**src/rtl/sched_pkg.sv**
```systemverilog
// Shared types for processor_scheduler: FSM state encoding, error cause codes
// and small helpers for deriving the processor ID width and validating targets.
package sched_pkg;

    typedef enum logic [1:0] {
        ST_BOOT    = 2'd0,
        ST_RUN     = 2'd1,
        ST_HANDOFF = 2'd2,
        ST_ERROR   = 2'd3
    } state_t;

    typedef enum logic [1:0] {
        CAUSE_NONE       = 2'd0,
        CAUSE_FATAL      = 2'd1,
        CAUSE_BAD_TARGET = 2'd2,
        CAUSE_WATCHDOG   = 2'd3
    } cause_t;

    function automatic int id_width(input int n);
        return (n > 2) ? $clog2(n) : 1;
    endfunction

    function automatic logic target_valid(input int tgt, input int n);
        return tgt < n;
    endfunction

endpackage

```
**src/rtl/sched_bus_mux.sv**
```systemverilog
// Selects the owner's memory/GPU/interrupt slices onto the shared bus; the
// whole bus reads as zero whenever gate is low.
module sched_bus_mux
    import sched_pkg::*;
#(
    parameter int NUM_PROC = 4,
    parameter int ADDR_W   = 16,
    parameter int DATA_W   = 16,
    localparam int ID_W    = id_width(NUM_PROC)
) (
    input  logic [ID_W-1:0]            owner,
    input  logic                       gate,
    input  logic [NUM_PROC-1:0]        p_mem_enable,
    input  logic [NUM_PROC-1:0]        p_mem_write,
    input  logic [NUM_PROC*ADDR_W-1:0] p_mem_addr,
    input  logic [NUM_PROC*DATA_W-1:0] p_mem_data_w,
    input  logic [NUM_PROC-1:0]        p_gpu_draw,
    input  logic [NUM_PROC-1:0]        p_gpu_request,
    input  logic [NUM_PROC-1:0]        p_iack,
    input  logic [NUM_PROC-1:0]        p_iend,
    output logic                       mem_enable,
    output logic                       mem_write,
    output logic [ADDR_W-1:0]          mem_addr,
    output logic [DATA_W-1:0]          mem_data_w,
    output logic                       gpu_draw,
    output logic                       gpu_request,
    output logic                       iack,
    output logic                       iend
);

    always_comb begin
        mem_enable  = 1'b0;
        mem_write   = 1'b0;
        mem_addr    = '0;
        mem_data_w  = '0;
        gpu_draw    = 1'b0;
        gpu_request = 1'b0;
        iack        = 1'b0;
        iend        = 1'b0;
        for (int i = 0; i < NUM_PROC; i++) begin
            if (gate && owner == ID_W'(i)) begin
                mem_enable  = p_mem_enable[i];
                mem_write   = p_mem_write[i];
                mem_addr    = p_mem_addr[i*ADDR_W +: ADDR_W];
                mem_data_w  = p_mem_data_w[i*DATA_W +: DATA_W];
                gpu_draw    = p_gpu_draw[i];
                gpu_request = p_gpu_request[i];
                iack        = p_iack[i];
                iend        = p_iend[i];
            end
        end
    end

endmodule

```
**src/rtl/processor_scheduler.sv**
```systemverilog
// Time-multiplexes NUM_PROC processors onto one shared bus with an idle
// handoff cycle between owners and a sticky fatal-error state.
// Optional watchdog: define SCHED_WATCHDOG_EN.
module processor_scheduler
    import sched_pkg::*;
#(
    parameter int NUM_PROC   = 4,
    parameter int ADDR_W     = 16,
    parameter int DATA_W     = 16,
    parameter int BOOT_ID    = 0,
    parameter int WDT_CYCLES = 50000000,
    localparam int ID_W      = id_width(NUM_PROC)
) (
    input  logic                       CLK,
    input  logic                       IN_PB_RESET,
    input  logic [NUM_PROC-1:0]        p_switch_req,
    input  logic [NUM_PROC*ID_W-1:0]   p_switch_target,
    input  logic [NUM_PROC-1:0]        p_fatal,
    input  logic [NUM_PROC-1:0]        p_mem_enable,
    input  logic [NUM_PROC-1:0]        p_mem_write,
    input  logic [NUM_PROC*ADDR_W-1:0] p_mem_addr,
    input  logic [NUM_PROC*DATA_W-1:0] p_mem_data_w,
    input  logic [NUM_PROC-1:0]        p_gpu_draw,
    input  logic [NUM_PROC-1:0]        p_gpu_request,
    input  logic [NUM_PROC-1:0]        p_iack,
    input  logic [NUM_PROC-1:0]        p_iend,
    output logic [NUM_PROC-1:0]        proc_enable,
    output logic [ID_W-1:0]            active_id,
    output logic                       mem_enable,
    output logic                       mem_write,
    output logic [ADDR_W-1:0]          mem_addr,
    output logic [DATA_W-1:0]          mem_data_w,
    output logic                       gpu_draw,
    output logic                       gpu_request,
    output logic                       iack,
    output logic                       iend,
    output logic                       error,
    output logic [ID_W-1:0]            error_id,
    output logic [1:0]                 error_cause
);

    state_t          state, state_next;
    cause_t          cause, cause_next;
    logic [ID_W-1:0] owner, owner_next;
    logic [ID_W-1:0] pending, pending_next;
    logic [ID_W-1:0] err_id, err_id_next;
    logic            bus_gate;
    logic            wdt_expire;

    // Only the current owner's control inputs are ever looked at.
    logic            own_req, own_fatal;
    logic [ID_W-1:0] own_tgt;

    always_comb begin
        own_req   = 1'b0;
        own_fatal = 1'b0;
        own_tgt   = '0;
        for (int i = 0; i < NUM_PROC; i++) begin
            if (owner == ID_W'(i)) begin
                own_req   = p_switch_req[i];
                own_fatal = p_fatal[i];
                own_tgt   = p_switch_target[i*ID_W +: ID_W];
            end
        end
    end

    always_ff @(posedge CLK) begin
        if (!IN_PB_RESET) begin
            state   <= ST_BOOT;
            owner   <= ID_W'(BOOT_ID);
            pending <= ID_W'(BOOT_ID);
            err_id  <= '0;
            cause   <= CAUSE_NONE;
        end else begin
            state   <= state_next;
            owner   <= owner_next;
            pending <= pending_next;
            err_id  <= err_id_next;
            cause   <= cause_next;
        end
    end

    always_comb begin
        state_next   = state;
        owner_next   = owner;
        pending_next = pending;
        err_id_next  = err_id;
        cause_next   = cause;
        case (state)
            ST_BOOT: state_next = ST_RUN;
            ST_RUN: begin
                if (own_fatal) begin
                    state_next  = ST_ERROR;
                    cause_next  = CAUSE_FATAL;
                    err_id_next = owner;
                end else if (own_req) begin
                    if (!target_valid(int'(own_tgt), NUM_PROC)) begin
                        state_next  = ST_ERROR;
                        cause_next  = CAUSE_BAD_TARGET;
                        err_id_next = owner;
                    end else begin
                        state_next   = ST_HANDOFF;
                        pending_next = own_tgt;
                    end
                end else if (wdt_expire) begin
                    state_next  = ST_ERROR;
                    cause_next  = CAUSE_WATCHDOG;
                    err_id_next = owner;
                end
            end
            ST_HANDOFF: begin
                state_next = ST_RUN;
                owner_next = pending;
            end
            default: state_next = ST_ERROR;
        endcase
    end

    always_comb begin
        proc_enable = '0;
        bus_gate    = 1'b0;
        error       = 1'b0;
        case (state)
            ST_RUN: begin
                bus_gate = 1'b1;
                for (int i = 0; i < NUM_PROC; i++)
                    proc_enable[i] = (owner == ID_W'(i));
            end
            ST_ERROR: error = 1'b1;
            default: ;
        endcase
    end

    assign active_id   = owner;
    assign error_id    = err_id;
    assign error_cause = cause;

`ifdef SCHED_WATCHDOG_EN
    localparam int WDT_W = $clog2(WDT_CYCLES + 1);
    logic [WDT_W-1:0] wdt_cnt;

    assign wdt_expire = (state == ST_RUN) && !mem_enable
                        && (wdt_cnt == WDT_W'(WDT_CYCLES - 1));

    // Counts idle RUN cycles; frozen outside RUN, cleared on entry to RUN.
    always_ff @(posedge CLK) begin
        if (!IN_PB_RESET)
            wdt_cnt <= '0;
        else if (state == ST_RUN)
            wdt_cnt <= mem_enable ? '0 : wdt_cnt + WDT_W'(1);
        else if (state_next == ST_RUN)
            wdt_cnt <= '0;
    end
`else
    localparam int UNUSED_WDT_CYCLES = WDT_CYCLES;
    assign wdt_expire = 1'b0;
`endif

    sched_bus_mux #(
        .NUM_PROC(NUM_PROC),
        .ADDR_W  (ADDR_W),
        .DATA_W  (DATA_W)
    ) u_bus_mux (
        .owner        (owner),
        .gate         (bus_gate),
        .p_mem_enable (p_mem_enable),
        .p_mem_write  (p_mem_write),
        .p_mem_addr   (p_mem_addr),
        .p_mem_data_w (p_mem_data_w),
        .p_gpu_draw   (p_gpu_draw),
        .p_gpu_request(p_gpu_request),
        .p_iack       (p_iack),
        .p_iend       (p_iend),
        .mem_enable   (mem_enable),
        .mem_write    (mem_write),
        .mem_addr     (mem_addr),
        .mem_data_w   (mem_data_w),
        .gpu_draw     (gpu_draw),
        .gpu_request  (gpu_request),
        .iack         (iack),
        .iend         (iend)
    );

endmodule

```
**config.mk**
```make
export PLATFORM = sky130hd
export DESIGN_NAME = processor_scheduler
export DESIGN_NICKNAME = d
export VERILOG_FILES = /design/src/rtl/sched_pkg.sv /design/src/rtl/sched_bus_mux.sv /design/src/rtl/processor_scheduler.sv
export SDC_FILE = /design/constraint.sdc
export NUM_CORES = 1
export LEC_CHECK = 0
export CAP_MARGIN = 15
export CORE_MARGIN = 8
export CORE_UTILIZATION = 24
export DETAILED_ROUTE_END_ITERATION = 16
export PLACE_DENSITY = 0.88
export SYNTH_ARGS = -nofsm -noshare
export SYNTH_HDL_FRONTEND = slang
export SYNTH_HIERARCHICAL = 1
export SYNTH_SLANG_ARGS = --single-unit
```
**constraint.sdc**
```tcl
create_clock -name CLK -period 1.45 [get_ports CLK]
set_input_delay 0.29 -clock CLK [delete_from_list [all_inputs] [get_ports CLK]]
set_output_delay 0.29 -clock CLK [all_outputs]
set_load 0.02 [all_outputs]
```
==> summary.txt <==
Outcome
  – Status: finished, violations left
  – Failing checks: negative setup slack

Worst setup path
  – Crit-path max FO: 5
  – Crit path DAT: 1.57 ns
  – Crit path launch type: register
  – Reg-to-Reg Start: active_id[0]$_SDFFE_PN0P_
  – Worst Path Required: 1.16 ns
  – Worst R2R Path Depth: 8
  – CP Capture Type: output port
  – Critical path type: register to output port
  – Worst R2R End: error_id[1]$_SDFFE_PN0P_
  – R2r setup slk: -0.31 ns

STA
  – Fmax: 538 MHz
  – Slew Viols, Final: 0
  – Final Hold Fails: 0
  – Fin crit share: 128%
  – Final worst setup slack: -0.409 ns
  – Layout Skew: 0.00427 ns
  – Post-layout min period: 1.86 ns
  – Final setup viols: 49
  – RSZ-0062 raised after global routing: true

Synthesis
  – Synth top area share: 46.6%
  – Number of unique standard cell types used by synthesis: 28
  – Seq/Total Area, Yosys: 10.3%
  – Synth area leader: mux2i_1
  – Main flop type after synthesis: dfxtp_1
  – Syn Area/Cell: 9.31 sq um
  – Seq cells post-synth: 9
  – Synth area leaders: mux2i_1, o22ai_1, dfxtp_1
  – Syn Nets: 357
  – EDFF count, synth: 0
  – Asr flop ratio synth: 0%
  – Post-Syn Area: 1740 sq um
  – Mapped Cells: 187
  – Yosys warns: 6

Floorplan
  – I/O pin count: 219
  – Die X: 101 microns
  – Starting Density: 24.4%
  – Core area: 7140 sq um
  – Die footprint: 10200 sq um
  – Overall die height: 101 microns
  – Placement Rows: 31

Global routing
  – Vias in the first global route: 3360
  – Global-route wire length before repair: 21.1 mm
  – Largest net degree at the start of global routing: 19
  – Initial antenna violation count: 1
  – GR Util All Layers: 27.7%
  – Grt ovf: 0

Detailed routing
  – Residual DRC: 0
  – Detailed Route WL: 15.8 mm
  – Via/cell ratio: 5.31
  – Routed len/inst: 29.4 microns
  – 1st-iter DRT viols: 92
  – Drt pass-1 iters: 4
  – Vias: 2856
  – Antenna Nets Post-Route: 0

Place
  – Hpwl dp: 8.56 mm
  – Placer Congestion: 0.898
  – Buffers on Ports: 217
  – Post-DP Area: 4670 sq um

Clock tree
  – TritonCTS clock tree: yes
  – Clk buf depth: 2
  – Skew-Pair Late Insertion Delay: 0.25 ns
  – Root Buffer Master: clkbuf_8
  – Clock sink count: 9
  – # H-tree levels: 1
  – Reg clk slew, reported paths: 0.05 ns
  – Total CTS buffers: 3

Final layout
  – Fin util: 89.0%
  – Layout cells sized above 1: 54.1%
  – Filler instances: 282
  – Area of the multi-input gates: 2800 sq um
  – Nets: 609
  – Most frequent cells in the layout: clkdlybuf4s50_1, mux2i_4, buf_6
  – Commonest non-fill, non-tap cell in the layout: clkdlybuf4s50_1
  – Layout area overhead: 265%
  – Register area: 188 sq um
  – Post-route cell area: 6350 sq um

Job
  – Max-cap violations: 0

Hold path
  – Hold Path Depth: 2
  – Hold EP: pending[1]$_SDFFE_PN0P_
  – Hold Crit Class: register to register
  – Hold_sp: pending[1]$_SDFFE_PN0P_

Power and ir drop
  – Worst VDD drop: 0.000316 V
  – Pleak: 2.11 nW
  – Pwr dens: 347 nW/um^2
## kinds of logic (layout without fill, tap and decap cells)
family | after synthesis | in the layout | synth area share, %
compound gates | 44 | 44 | 17.6
simple gates | 26 | 26 | 7.97
flops | 9 | 9 | 10.3
mux | 85 | 85 | 52.4
other cells | 1 | 2 | 0.215
buf+inv | 22 | 273 | 11.5
## synth_stat cells, types with 2 or more instances
| cell type | count |
|---|---|
| o21ai_0 | 2 |
| and2_1 | 2 |
| dfxtp_1 | 9 |
| o22ai_1 | 38 |
| clkbuf_4 | 3 |
| clkbuf_1 | 5 |
| nand3_1 | 2 |
| nand2b_1 | 2 |
| buf_6 | 2 |
| nor2b_1 | 5 |
| nor2_1 | 2 |
| buf_12 | 5 |
| mux4_1 | 3 |
| nand2_1 | 9 |
| mux2i_1 | 81 |
| buf_2 | 5 |
## cell type report
cell class | count | share of cell area, %
diodes | 1 | 0.0394
clock buffers | 4 | 0.709
flip-flops and latches | 9 | 2.95
inverters | 1 | 0.0984
repair buffers | 268 | 50.1
multi-input cells | 156 | 44.1
well taps | 99 | 1.95
## registers in the layout, indices dropped and copies added, names as in the netlist
signal,cells
state,2
error_cause,1
pending,2
active_id,2
error_id,2
## critical path, cell delays in order (launching register included)
cell and delay [ns]:
dfxtp_2 0.32, nand2b_4 0.15, inv_4 0.08, nand2b_4 0.13, buf_12 0.17, buf_16 0.14
o22ai_4 0.19, buf_6 0.14
## stage by stage
stage | worst slack [ns] | total power, W | hold slack (ns) | setup TNS [ns] | std cells
2_1_floorplan | -0.0696 | 0.000794 | 0.437 | -1.50 | 187
3_3_place_gp | -0.520 | 0.00145 | 0.449 | -20.81 | 497
3_5_place_dp | -0.566 | 0.00148 | 0.461 | -21.68 | 497
4_1_cts | -0.383 | 0.00209 | 0.467 | -16.68 | 534
5_1_grt | -0.445 | 0.00227 | 0.492 | -17.84 | 538
6_report | -0.409 | 0.00221 | 0.469 | -16.02 | 538
## report_power, final
part / leakage [nW] / internal [W] / switching (W) / total [W]
logic: 2.01 / 0.000961 / 0.000662 / 0.00162
registers: 0.0751 / 0.000255 / 0.00000773 / 0.000263
clock network: 0.0228 / 0.000194 / 0.000125 / 0.000319
total: 2.11 / 0.00141 / 0.000795 / 0.00221
## what timing repair did
action | CTS | global route
buffers inserted | 16 | 9
cloned | 17 | 2
endpoints found under the setup margin | 55 | 51
gates resized for setup | 399 | 48
pin swaps | 18 | 25
hold buffers | 0 | 0
## worst max-delay path by stage
stage	from	endpoint	slack, ns	depth (start not counted)
2_1_floorplan	active_id[0]$_SDFFE_PN0P_	mem_addr[0]	-0.07	5
3_3_place_gp	p_mem_addr[62]	mem_addr[14]	-0.52	5
3_5_place_dp	active_id[0]$_SDFFE_PN0P_	mem_data_w[8]	-0.57	4
4_1_cts	active_id[0]$_SDFFE_PN0P_	error_id[1]$_SDFFE_PN0P_	-0.38	8
5_1_grt	active_id[0]$_SDFFE_PN0P_	mem_data_w[13]	-0.44	6
6_report	state[1]$_SDFFE_PN0P_	mem_data_w[13]	-0.41	7
## metal layers
metal / track usage [%] / part of all wire (%) / vias up
met3: 7.35 / 7.7 / 45
met2: 51.6 / 53 / 172
met1: 28.6 / 35 / 1387
met4: 10.9 / 4.4 / 0
li1: - / - / 1252
met5: 0 / 0 / -
(Power assumes the default switching activity.)
